## src/rtl/rast_pkg.sv

```systemverilog
// Shared rasterizer types: sequencer states, vertex/box layouts and the
// subsample step helper.
package rast_pkg;

    localparam int SIGFIG = 24;
    localparam int RADIX  = 10;
    localparam int VERTS  = 3;
    localparam int AXIS   = 3;
    localparam int COLORS = 3;

    typedef enum logic {
        WAIT = 1'b0,
        TEST = 1'b1
    } state_t;

    typedef logic signed [SIGFIG-1:0] coord_t;
    typedef coord_t [AXIS-1:0]        vertex_t;
    typedef vertex_t [VERTS-1:0]      tri_t;
    typedef coord_t [1:0]             point_t;
    typedef point_t [1:0]             box_t;

    function automatic logic [1:0] clamp_lg2(input logic [3:0] lg2);
        return (lg2 > 4'd3) ? 2'd3 : lg2[1:0];
    endfunction

    // Distance between subsample locations in fixed point; lg2 above 3 acts as 3.
    function automatic coord_t step_from_lg2(input logic [3:0] lg2);
        logic [4:0] sh;
        sh = 5'(RADIX) - {3'b000, clamp_lg2(lg2)};
        return coord_t'(1) << sh;
    endfunction

endpackage

```

## src/rtl/sample_sequencer.sv

```systemverilog
// Walks each triangle's bounding box on the subsample grid in raster order,
// emitting one sample location per cycle to the sample-test stage.
module sample_sequencer
    import rast_pkg::*;
#(
    parameter int SIGFIG = rast_pkg::SIGFIG,
    parameter int RADIX  = rast_pkg::RADIX,
    parameter int VERTS  = rast_pkg::VERTS,
    parameter int AXIS   = rast_pkg::AXIS,
    parameter int COLORS = rast_pkg::COLORS
) (
    input  logic                                           clk,
    input  logic                                           rst,
    input  logic signed [VERTS-1:0][AXIS-1:0][SIGFIG-1:0]  tri_R13S,
    input  logic        [COLORS-1:0][SIGFIG-1:0]           color_R13U,
    input  logic signed [1:0][1:0][SIGFIG-1:0]             box_R13S,
    input  logic                                           validTri_R13H,
    input  logic        [3:0]                              ss_w_lg2_R13S,
    output logic                                           halt_RnnnnL,
    output logic signed [VERTS-1:0][AXIS-1:0][SIGFIG-1:0]  tri_R14S,
    output logic        [COLORS-1:0][SIGFIG-1:0]           color_R14U,
    output logic signed [1:0][SIGFIG-1:0]                  sample_R14S,
    output logic                                           validSamp_R14H
);

    state_t state_q, state_d;

    logic [VERTS-1:0][AXIS-1:0][SIGFIG-1:0] tri_q, tri_d;
    logic [COLORS-1:0][SIGFIG-1:0]          color_q, color_d;

    logic signed [SIGFIG-1:0] step_q, step_d;
    logic signed [SIGFIG-1:0] llx_q, llx_d;
    logic signed [SIGFIG-1:0] urx_q, urx_d;
    logic signed [SIGFIG-1:0] ury_q, ury_d;
    logic signed [SIGFIG-1:0] x_q, x_d;
    logic signed [SIGFIG-1:0] y_q, y_d;

    logic signed [SIGFIG-1:0] new_step;
    logic signed [SIGFIG-1:0] grid_mask;
    logic signed [SIGFIG-1:0] n_llx, n_lly, n_urx, n_ury;
    logic signed [SIGFIG:0]   x_nxt, y_nxt;
    logic                     x_fits, y_over, last, degen, accept;

    always_comb begin
        new_step  = SIGFIG'(step_from_lg2(ss_w_lg2_R13S));
        grid_mask = ~(new_step - SIGFIG'(1));
        n_llx     = box_R13S[0][0] & grid_mask;
        n_lly     = box_R13S[0][1] & grid_mask;
        n_urx     = box_R13S[1][0] & grid_mask;
        n_ury     = box_R13S[1][1] & grid_mask;
        degen     = (n_urx < n_llx) || (n_ury < n_lly);

        // One extra bit so stepping past the positive limit cannot wrap.
        x_nxt  = {x_q[SIGFIG-1], x_q} + {step_q[SIGFIG-1], step_q};
        y_nxt  = {y_q[SIGFIG-1], y_q} + {step_q[SIGFIG-1], step_q};
        x_fits = x_nxt <= {urx_q[SIGFIG-1], urx_q};
        y_over = y_nxt > {ury_q[SIGFIG-1], ury_q};
        last   = (state_q == TEST) && !x_fits && y_over;

        halt_RnnnnL = (state_q == WAIT) || last;
        accept      = validTri_R13H && halt_RnnnnL;

        state_d = state_q;
        tri_d   = tri_q;
        color_d = color_q;
        step_d  = step_q;
        llx_d   = llx_q;
        urx_d   = urx_q;
        ury_d   = ury_q;
        x_d     = x_q;
        y_d     = y_q;

        if (accept) begin
            tri_d   = tri_R13S;
            color_d = color_R13U;
            step_d  = new_step;
            llx_d   = n_llx;
            urx_d   = n_urx;
            ury_d   = n_ury;
            x_d     = n_llx;
            y_d     = n_lly;
            state_d = degen ? WAIT : TEST;
        end else if (state_q == TEST) begin
            if (last) begin
                state_d = WAIT;
            end else if (x_fits) begin
                x_d = x_nxt[SIGFIG-1:0];
            end else begin
                x_d = llx_q;
                y_d = y_nxt[SIGFIG-1:0];
            end
        end
    end

    always_ff @(posedge clk) begin
        if (rst) begin
            state_q <= WAIT;
            tri_q   <= '0;
            color_q <= '0;
            step_q  <= '0;
            llx_q   <= '0;
            urx_q   <= '0;
            ury_q   <= '0;
            x_q     <= '0;
            y_q     <= '0;
        end else begin
            state_q <= state_d;
            tri_q   <= tri_d;
            color_q <= color_d;
            step_q  <= step_d;
            llx_q   <= llx_d;
            urx_q   <= urx_d;
            ury_q   <= ury_d;
            x_q     <= x_d;
            y_q     <= y_d;
        end
    end

    assign tri_R14S       = tri_q;
    assign color_R14U     = color_q;
    assign sample_R14S[0] = x_q;
    assign sample_R14S[1] = y_q;
    assign validSamp_R14H = (state_q == TEST);

endmodule
```

## config.mk

```make
export PLATFORM = sky130hd
export DESIGN_NAME = sample_sequencer
export DESIGN_NICKNAME = d
export VERILOG_FILES = /design/src/rtl/rast_pkg.sv /design/src/rtl/sample_sequencer.sv
export SDC_FILE = /design/constraint.sdc
export NUM_CORES = 1
export LEC_CHECK = 0
export ABC_AREA = 1
export BUFFER_PORTS_ARGS = -buffer_cell sky130_fd_sc_hd__buf_2
export CAP_MARGIN = 20
export CORE_AREA = 2 2 280 282
export CTS_CLUSTER_SIZE = 30
export DETAILED_ROUTE_END_ITERATION = 7
export DIE_AREA = 0 0 282 284
export GPL_TIMING_DRIVEN = 0
export MAX_ROUTING_LAYER = met4
export PLACE_DENSITY = 0.46
export SYNTH_ARGS = -nofsm -noshare
export SYNTH_HDL_FRONTEND = slang
export SYNTH_SLANG_ARGS = --single-unit
```

## constraint.sdc

```tcl
create_clock -name clk -period 8.09 [get_ports clk]
set_input_delay 1.618 -clock clk [delete_from_list [all_inputs] [get_ports clk]]
set_output_delay 1.618 -clock clk [all_outputs]
set_load 0.02 [all_outputs]
```

Word-level counts from Yosys, hierarchy flattened. Cells that the tools add are included.

Mux-type cells: 13. Bitwise gates (word level): 6. Magnitude comparators: 5. Add/sub/neg operators: 4. Eq/ne operators: 2. Shift-type cells: 1. Reduce and logical (&&, ||, !) cells: 9.

Operators by type and width (count): $mux W24 (8); $and A24 B24 Y24 (4); $add A24 B24 Y25 (2); $lt A24 B24 Y1 (2); $gt A25 B25 Y1 (1); $le A25 B25 Y1 (1); $not A24 Y24 (1); $shl A1 B5 Y24 const A (1); $sub A24 B2 Y24 const B (1); $sub A4 B2 Y5 const A (1); $gt A4 B2 Y1 const B (1); $mux W1 (4); $ne A2 B1 Y1 const B (2); $logic_and A1 B1 Y1 (3); $reduce_and A3 Y1 (1); $logic_or A1 B1 Y1 (2); $mux W2 (1); $reduce_and A2 Y1 (1); $reduce_bool A2 Y1 (1); $logic_not A1 Y1 (1); $not A1 Y1 (1).

Flip-flop bits (word level): 433. Output and inout bits: 338. Input port bits: 391. Word-level logic and storage cells: 59.

Longest topological paths before layout. Gate-level depths: netlist (run 1).

Depth in word-level cells: 11. Depth in mapped cells: 31. Mapped depth without buffers: 30.

Worst setup path before layout (run 1). No wires, ideal clock.

Kind: register to output. From: register y_q[0]. To: output port halt_RnnnnL. Cell stages (with the launch flop): 24. Setup slack: 3.054 ns. Path buffers: 2. Data required time: 6.472 ns. Data arrival time: 3.418 ns. Cells stage by stage: dfxtp_1 > ha_1 > inv_1 > fa_1 > o21ai_0 > nand2_1 > nand2_1 > nand3_1 > nand3_1 > xor2_1 > inv_1 > ha_1 > nand2_1 > nor2_1 > nand4_1 > nor2_1 > nand2_1 > inv_1 > nor2_1 > nor2_1 > nand2_2 > nand2_4 > buf_4 > buf_2.

Cells in the longest elaborated chain, start to end: 4.

Ends and longest elaborated chain: start, declared (line sample_sequencer.sv:36) `logic signed [SIGFIG-1:0] y_q, y_d;`; start signal, assigned (line sample_sequencer.sv:115) `y_q <= y_d;`; $add A24 B24 Y25 (line sample_sequencer.sv:55) `y_nxt = {y_q[SIGFIG-1], y_q} + {step_q[SIGFIG-1], step_q};`; $gt A25 B25 Y1 (line sample_sequencer.sv:57) `y_over = y_nxt > {ury_q[SIGFIG-1], ury_q};`; $logic_and A1 B1 Y1 (line sample_sequencer.sv:58) `last = (state_q == TEST) && !x_fits && y_over;`; $logic_or A1 B1 Y1 (line sample_sequencer.sv:60) `halt_RnnnnL = (state_q == WAIT) || last;`; end, declared (line sample_sequencer.sv:19) `output logic halt_RnnnnL,`.

Every way passes these cells.

Worst setup path after layout (run 1).
From: register step_q[0]. To: output port halt_RnnnnL.

Cells in the longest elaborated chain, start to end: 6. Elaborated cells between the ends (all ways): 8. Classes of those cells: add/sub (2); order compare (2); reduce/logical (4).

Ends and longest elaborated chain: start, declared (line sample_sequencer.sv:31) `logic signed [SIGFIG-1:0] step_q, step_d;`; start signal, assigned (line sample_sequencer.sv:110) `step_q <= step_d;`; $add A24 B24 Y25 (line sample_sequencer.sv:54) `x_nxt = {x_q[SIGFIG-1], x_q} + {step_q[SIGFIG-1], step_q};`; $le A25 B25 Y1 (line sample_sequencer.sv:56) `x_fits = x_nxt <= {urx_q[SIGFIG-1], urx_q};`; $logic_not A1 Y1 (line sample_sequencer.sv:58); $logic_and A1 B1 Y1 (line sample_sequencer.sv:58); $logic_and A1 B1 Y1 (*) (line sample_sequencer.sv:58); $logic_or A1 B1 Y1 (*) (line sample_sequencer.sv:60).

Mark *: on every way between the ends. The rest lies on a longest branch, timed or not.

==> results of run 1 <==
[routing by layer]
| layer | track usage | up-vias | wire length (um) |
|---|---|---|---|
| met2 | 0.3943 | 683 | 45770 |
| met3 | 0.04833 | 108 | 7030 |
| met5 | - | - | 0 |
| li1 | - | 10720 | - |
| met4 | 0.05279 | 0 | 2062 |
| met1 | 0.3332 | 9777 | 46400 |
[cell usage in the layout, fill, tap and decap left out, types with 6 or more instances in the layout]
cell / count
xor2_1: 26
xnor2_1: 9
nand2_1: 448
buf_6: 29
o21ai_1: 98
nand4_1: 26
clkinv_2: 10
dfxtp_1: 424
clkbuf_16: 52
nor2_1: 709
nor3_1: 13
buf_2: 739
inv_1: 238
buf_4: 6
conb_1: 14
a21o_1: 6
nand3b_1: 7
clkbuf_1: 82
a21oi_1: 151
clkbuf_8: 14
nand3_1: 77
bufinv_16: 6
ha_1: 129
o21ai_0: 291
[kinds of logic (layout without fill, tap and decap cells)]
logic type / Yosys count / count (layout) / synth area share
DFF: 424 / 424 / 0.4190
buffers and inverters: 385 / 1192 / 0.08654
other: 2 / 19 / 0.0003707
xor gates and xnor gates: 35 / 35 / 0.01513
and+or+nand+nor: 1301 / 1301 / 0.2550
adders and majority gates: 131 / 131 / 0.08166
AOI/OAI and AO/OA: 565 / 565 / 0.1422
[stage by stage]
stage	instance area [sq um]	utilization	hold WS, ns
after global routing	27010	0.3510	0.4508
after global placement	25160	0.3269	0.4132
after CTS	27000	0.3509	0.4229
after detailed placement	25190	0.3274	0.4138
after floorplan	20300	-	0.4051
final	27010	0.3510	0.4227
[flip-flops by register name, indices dropped and copies added (netlist names)]
| signal | count |
|---|---|
| y_q | 24 |
| step_q | 15 |
| tri_R14S | 216 |
| validSamp_R14H | 1 |
| x_q | 24 |
| urx_q | 24 |
| color_R14U | 72 |
| ury_q | 24 |
| llx_q | 24 |
[worst max-delay path: cells and delay by family (launching register included)]
| family | cells | cell delay [ns] |
|---|---|---|
| flip-flops | 1 | 0.45 |
| buffers and inverters | 8 | 1.22 |
| AND/OR/NAND/NOR | 15 | 1.89 |
| XOR/XNOR | 1 | 0.26 |
| adder cells (fa/ha/maj) | 3 | 0.98 |
[final cells by class]
cell class / instances / area share
antenna: 5 / 0.0004632
buffer: 144 / 0.03131
clock buffer: 71 / 0.05600
clock inverter: 23 / 0.01093
inverter: 241 / 0.03358
multi-input combinational: 2046 / 0.3724
sequential: 424 / 0.3142
tap: 1040 / 0.04817
timing repair buffer: 713 / 0.1329
[worst max-delay path by stage]
stage	start	endpoint	slack, ns	cells after the start
5_1_grt	step_q[0]	halt_RnnnnL	0.72	24
3_5_place_dp	step_q[0]	halt_RnnnnL	1.73	27
4_1_cts	step_q[0]	halt_RnnnnL	1.06	27
6_report	step_q[0]	halt_RnnnnL	1.06	27
2_1_floorplan	y_q[0]	halt_RnnnnL	3.05	23
3_3_place_gp	step_q[0]	halt_RnnnnL	1.73	27
[where the power goes]
part	internal (mW)	switching, mW
Sequential	2.32	0.153
Combinational	0.590	1.28
Clock	1.50	0.994
Total	4.40	2.43
==> key figures, run 1 <==
Run status
  • Status: complete, no violations

Finish
  • Post-layout instance count excluding filler cells: approximately 4,700
  • Share of cells above drive strength 1: 0.2414
  • Combined flip-flop and latch cell area: roughly 0.0085 sq mm
  • Area of the multi-input gates: 0.01006 sq mm
  • Area Overhead vs Synth: 33.36%
  • Final layout net count: ~4,100
  • # fillers: a little under 9,000

Routing
  • Detailed Route Iter0 Violations: roughly 1,300
  • Number of antenna-violating nets in the routed design: 0
  • Final WL: a little over 100,000 um
  • Router iterations before antenna repair: 5
  • Number of vias after detailed routing: 21,290
  • Routed wire length per instance: about 22 um
  • Vias per inst: around 4.5
  • Post-detailed-route DRC marker count: 0

CTS
  • CTS tree: built
  • Number of buffers inserted to repair setup after CTS: 0
  • Source-to-sink clock delay at the later pin of the worst-skew pair: approximately 0.60 ns
  • Total clock buffers created by CTS: 51
  • Clock transition at path regs: 0.06 ns
  • Count of cells resized by post-cts repair: 0
  • Clock Tree Buf Depth: 3
  • Number of hold-repair buffers added at the cts stage: 0
  • Root cell of the clock tree: clkbuf_16
  • CTS Sinks: 424
  • CTS H-tree depth: 2

STA
  • Final slew viol count: 0
  • Unrepaired setup endpoints after global routing: no
  • Max frequency: 0.1422 GHz
  • Hold violation count in the final report: 0
  • Worst-margin pin slew: between 1 and 1.5 ns
  • Worst slew margin relative to its limit: 0.2639
  • Final WS setup: ~1.1 ns
  • Min Clock Period, post-route: 7.034 ns
  • Clk_skew: roughly 0.022 ns
  • Final period util: 0.8695
  • Final TNS setup: 0 ns
  • Final setup viols: 0

Die
  • Effective utilization at floorplan: 0.2632
  • Height of the die: 284 um
  • Placement row count: 102
  • Die ar.: between 0.08 and 0.09 sq mm
  • IO Pins: between 700 and 800
  • Standard cell core area: slightly below 0.08 sq mm
  • Overall die width: roughly 280 um

Worst setup path
  • FF-to-FF setup slack: roughly 2.5 ns
  • Endpoint of the worst register-to-register path: tri_R14S[85]
  • Category of the critical setup timing path: reg -> out
  • Data arrival time at the worst-slack endpoint: 5.42 ns
  • Cell seen most often among critical-path stages: nand2_1
  • Source of the worst register-to-register timing path: step_q[0]
  • Worst EP required: approximately 6.5 ns
  • Kind of end point of the critical path: output pin
  • Highest-delay cell along the critical path: dfxtp_1
  • Number of cells traversed by the worst register-to-register path: 29
  • Maximum single-stage delay on the critical path: 0.45 ns
  • Largest fanout on the critical path: 10
  • Element type at the critical path start: flip-flop

Yosys
  • Top cell type's share of synthesized area: 0.4190
  • FFs w/ async S/R, synth: 0
  • Number of synthesized register bits: roughly 420
  • Largest cells by area after synthesis: dfxtp_1 (42%), nor2_1 (13%), nand2_1 (8.3%)
  • Post-synth top area cell: dfxtp_1
  • Primary flip-flop cell chosen by synthesis mapping: dfxtp_1
  • Number of distinct library cells after synthesis: 40
  • Most numerous cell types in the synthesized netlist: nor2_1 (709), nand2_1 (448), dfxtp_1 (424)
  • Post-synthesis sequential area ratio: 0.4190
  • Warnings, synthesis: 0
  • Syn Area/Cell: ~7.1 sq um
  • Count of flip-flops with a built-in enable after synthesis: 0
  • Most common cell in the synthesized netlist: nor2_1
  • Synth Instances: between 2,000 and 3,000
  • Synth Cell Area: 0.02026 sq mm

Pwr
  • Leakage dissipation: between 10 and 15 nW
  • Power consumption: roughly 6.8 mW
  • P per Cell Area: ~250 mW/mm^2
  • Peak VDD IR: around 0.15 mV

Flow run
  • Count of max-cap constraint violations: 0

Global route
  • Antenna violations before repair: 7
  • Global-route wire length before repair: roughly 140,000 um
  • Tot GR Track Use: 0.2509
  • Number of global-route vias before repair: between 20,000 and 25,000
  • GRT Residual Overflow: 0
  • Maximum number of pins on one net before global-route repair: 14

Min path
  • Hold Crit Endpoint: llx_q[0]
  • Type of the tightest min-delay check: reg -> reg
  • Count of cells along the worst hold path: 2
  • Hold path start: llx_q[0]

Placement
  • Number of instances in the placed design: 4,608
  • Setup WS pre-CTS: ~1.7 ns
  • Buffers on Ports: between 700 and 800
  • Routability Congestion: 0.9523
  • DP HPWL: 82,980 um
Note: power is estimated with default switching activity, not from simulation.
==> inputs of run 2 (changes only) <==
--- a/config.mk
+++ b/config.mk
@@ -15,6 +15,7 @@
 export GPL_TIMING_DRIVEN = 0
 export MAX_ROUTING_LAYER = met4
 export PLACE_DENSITY = 0.46
+export REMOVE_ABC_BUFFERS = 1
 export SYNTH_ARGS = -nofsm -noshare
 export SYNTH_HDL_FRONTEND = slang
 export SYNTH_SLANG_ARGS = --single-unit
==> constraint.sdc (replaced) <==
create_clock -name clk -period 8.1 [get_ports clk]
set_input_delay 1.62 -clock clk [delete_from_list [all_inputs] [get_ports clk]]
set_output_delay 1.62 -clock clk [all_outputs]
set_load 0.02 [all_outputs]
==> key figures, run 2 (synthesis results as in run 1) <==
Die
  • Standard cell core area: 0.07696 sq mm (unchanged)
  • Effective utilization at floorplan: 0.2632 (unchanged)
  • Overall die width: 282 um (unchanged)
  • Die ar.: 0.08009 sq mm (unchanged)
  • Height of the die: 284 um (unchanged)
  • IO Pins: 729 (unchanged)
  • Placement row count: 102 (unchanged)

CTS
  • Total clock buffers created by CTS: 52 (was 51)
  • Root cell of the clock tree: clkbuf_16 (unchanged)
  • Number of hold-repair buffers added at the cts stage: 0 (unchanged)
  • Source-to-sink clock delay at the later pin of the worst-skew pair: 0.60 ns (about the same)
  • Clock transition at path regs: 0.06 ns (about the same)
  • CTS Sinks: 424 (unchanged)
  • CTS tree: built (unchanged)
  • Number of buffers inserted to repair setup after CTS: 0 (unchanged)
  • CTS H-tree depth: 2 (unchanged)
  • Count of cells resized by post-cts repair: 0 (unchanged)
  • Clock Tree Buf Depth: 3 (unchanged)

Global route
  • Global-route wire length before repair: 129,200 um (was 141,700 um)
  • Maximum number of pins on one net before global-route repair: 212 (was 14)
  • Tot GR Track Use: 0.2244 (was 0.2509)
  • GRT Residual Overflow: 0 (unchanged)
  • Number of global-route vias before repair: 19,160 (was 20,180)
  • Antenna violations before repair: 49 (was 7)

Placement
  • DP HPWL: 69,460 um (was 82,980 um)
  • Buffers on Ports: 712 (was 710)
  • Number of instances in the placed design: 4,469 (was 4,608)
  • Setup WS pre-CTS: 0.8452 ns (was 1.727 ns)
  • Routability Congestion: 0.8754 (was 0.9523)

STA
  • Unrepaired setup endpoints after global routing: no (unchanged)
  • Hold violation count in the final report: 0 (unchanged)
  • Worst slew margin relative to its limit: 0.1954 (was 0.2639)
  • Final WS setup: 0.9294 ns (was 1.056 ns)
  • Final period util: 0.8853
  • Clk_skew: 0.03137 ns (was 0.02194 ns)
  • Worst-margin pin slew: 1.207 ns (was 1.104 ns)
  • Min Clock Period, post-route: 7.171 ns
  • Final setup viols: 0 (unchanged)
  • Post-Route Hold Slack: 0.4342 ns (was 0.4227 ns)
  • Final slew viol count: 0 (unchanged)
  • Max frequency: about 0.14 GHz

Worst setup path
  • Highest-delay cell along the critical path: buf_16 (was dfxtp_1)
  • Kind of end point of the critical path: flip-flop (was output pin)
  • Crit path launch: x_q[0] (was step_q[0])
  • Critical path capture point: tri_R14S[86] (was halt_RnnnnL)
  • Source of the worst register-to-register timing path: x_q[0] (was step_q[0])
  • Endpoint of the worst register-to-register path: tri_R14S[86] (was tri_R14S[85])
  • FF-to-FF setup slack: 0.93 ns (was 2.52 ns)
  • Number of cells traversed by the worst register-to-register path: 30 (was 29)
  • Combined buffer and inverter count along the critical path: 6 (was 8)
  • Maximum single-stage delay on the critical path: 0.55 ns (was 0.45 ns)
  • Worst EP required: 8.64 ns (was 6.47 ns)
  • Largest fanout on the critical path: 211 (was 10)
  • Cell seen most often among critical-path stages: nand2_1 (unchanged)
  • Critical path's top delay family: simple AND/OR/NAND/NOR gates (unchanged)
  • Element type at the critical path start: flip-flop (unchanged)
  • Data arrival time at the worst-slack endpoint: 7.71 ns (was 5.42 ns)
  • Category of the critical setup timing path: reg -> reg (was reg -> out)
  • Crit path depth: 30 (was 27)

Routing
  • Number of antenna-violating nets in the routed design: 0 (unchanged)
  • Vias per inst: 4.453 (was 4.522)
  • Final WL: 91,110 um (was 101,300 um)
  • Post-detailed-route DRC marker count: 0 (unchanged)
  • Routed wire length per instance: 19.84 um (was 21.51 um)
  • Number of vias after detailed routing: 20,450 (was 21,290)
  • Router iterations before antenna repair: 5 (unchanged)
  • Detailed Route Iter0 Violations: 1,286 (was 1,270)

Min path
  • Type of the tightest min-delay check: reg -> reg (unchanged)
  • Hold path start: llx_q[0] (unchanged)

Pwr
  • Peak VDD IR: 0.1292 mV (was 0.1464 mV)
  • P per Cell Area: 250.4 mW/mm^2 (was 252.9 mW/mm^2)
  • Leakage dissipation: 13.40 nW (was 13.77 nW)

Finish
  • Final layout net count: 4,005 (was 4,143)
  • Most common cell after layout, fill and taps aside: buf_2 (unchanged)
  • Top library cells by usage in the layout, fill and taps aside: buf_2 (712), nor2_1 (709), nand2_1 (448), dfxtp_1 (424), o21ai_0 (291) (was buf_2 (739), nor2_1 (709), nand2_1 (448), dfxtp_1 (424), o21ai_0 (291))
  • Flip-flop count of the largest register after layout: 216 (unchanged)
  • Share of cells above drive strength 1: 0.2330 (was 0.2414)
  • Area Overhead vs Synth: 30.14% (was 33.36%)
  • Post-layout instance count excluding filler cells: 4,593 (was 4,707)

Flow run
  • Count of max-cap constraint violations: 0 (unchanged)

Run status
  • Status: complete, no violations (unchanged)
[run 2: cell type report]
type,count,area (sq um)
fillers,8635,50590
multi-input cells,2046,10080
flip-flops and latches,424,8488
repair buffers,718,3729
clock buffers,79,1563
well taps,1040,1301
inverters,241,928.4
clock inverters,16,200.2
diodes,29,72.57
[run 2: worst min-delay path, cell delays in order, from the launching register on]
cell     delay, ns
dfxtp_1       0.31
inv_1         0.05
nor2_1        0.03
[run 2: how the worst min path moves through the flow]
| stage | endpoint | slack (ns) | cells after the start |
|---|---|---|---|
| floorplan | llx_q[0] | 0.41 | 2 |
| global placement | llx_q[0] | 0.42 | 2 |
| detailed placement | llx_q[0] | 0.42 | 2 |
| CTS | llx_q[0] | 0.43 | 2 |
| global route | llx_q[0] | 0.46 | 2 |
| finish | llx_q[0] | 0.43 | 2 |
[run 2: power breakdown]
group	switching, mW	total, mW	internal, mW
clock network	0.979	2.43	1.45
registers	0.134	2.45	2.32
logic	1.18	1.72	0.541
[run 2: stage by stage]
| stage | util | cell area [sq um] | TNS (ns) | total power, mW |
|---|---|---|---|---|
| floorplan | - | 19460 | 0 | 3.526 |
| global placement | 0.3160 | 24320 | -1787.67 | 4.276 |
| detailed placement | 0.3187 | 24530 | 0 | 4.232 |
| CTS | 0.3416 | 26290 | 0 | 6.703 |
| global route | 0.3425 | 26360 | 0 | 6.984 |
| finish | 0.3426 | 26360 | 0 | 6.601 |
[run 2: metal layers]
layer	part of all wire	wire length [um]	vias to the layer above	GRT usage
met3	0.094	8567	145	0.08546
met2	0.46	42140	596	0.3617
met1	0.40	36710	9277	0.2493
li1	-	-	10430	-
met4	0.040	3684	0	0.08617
met5	0	0	-	-
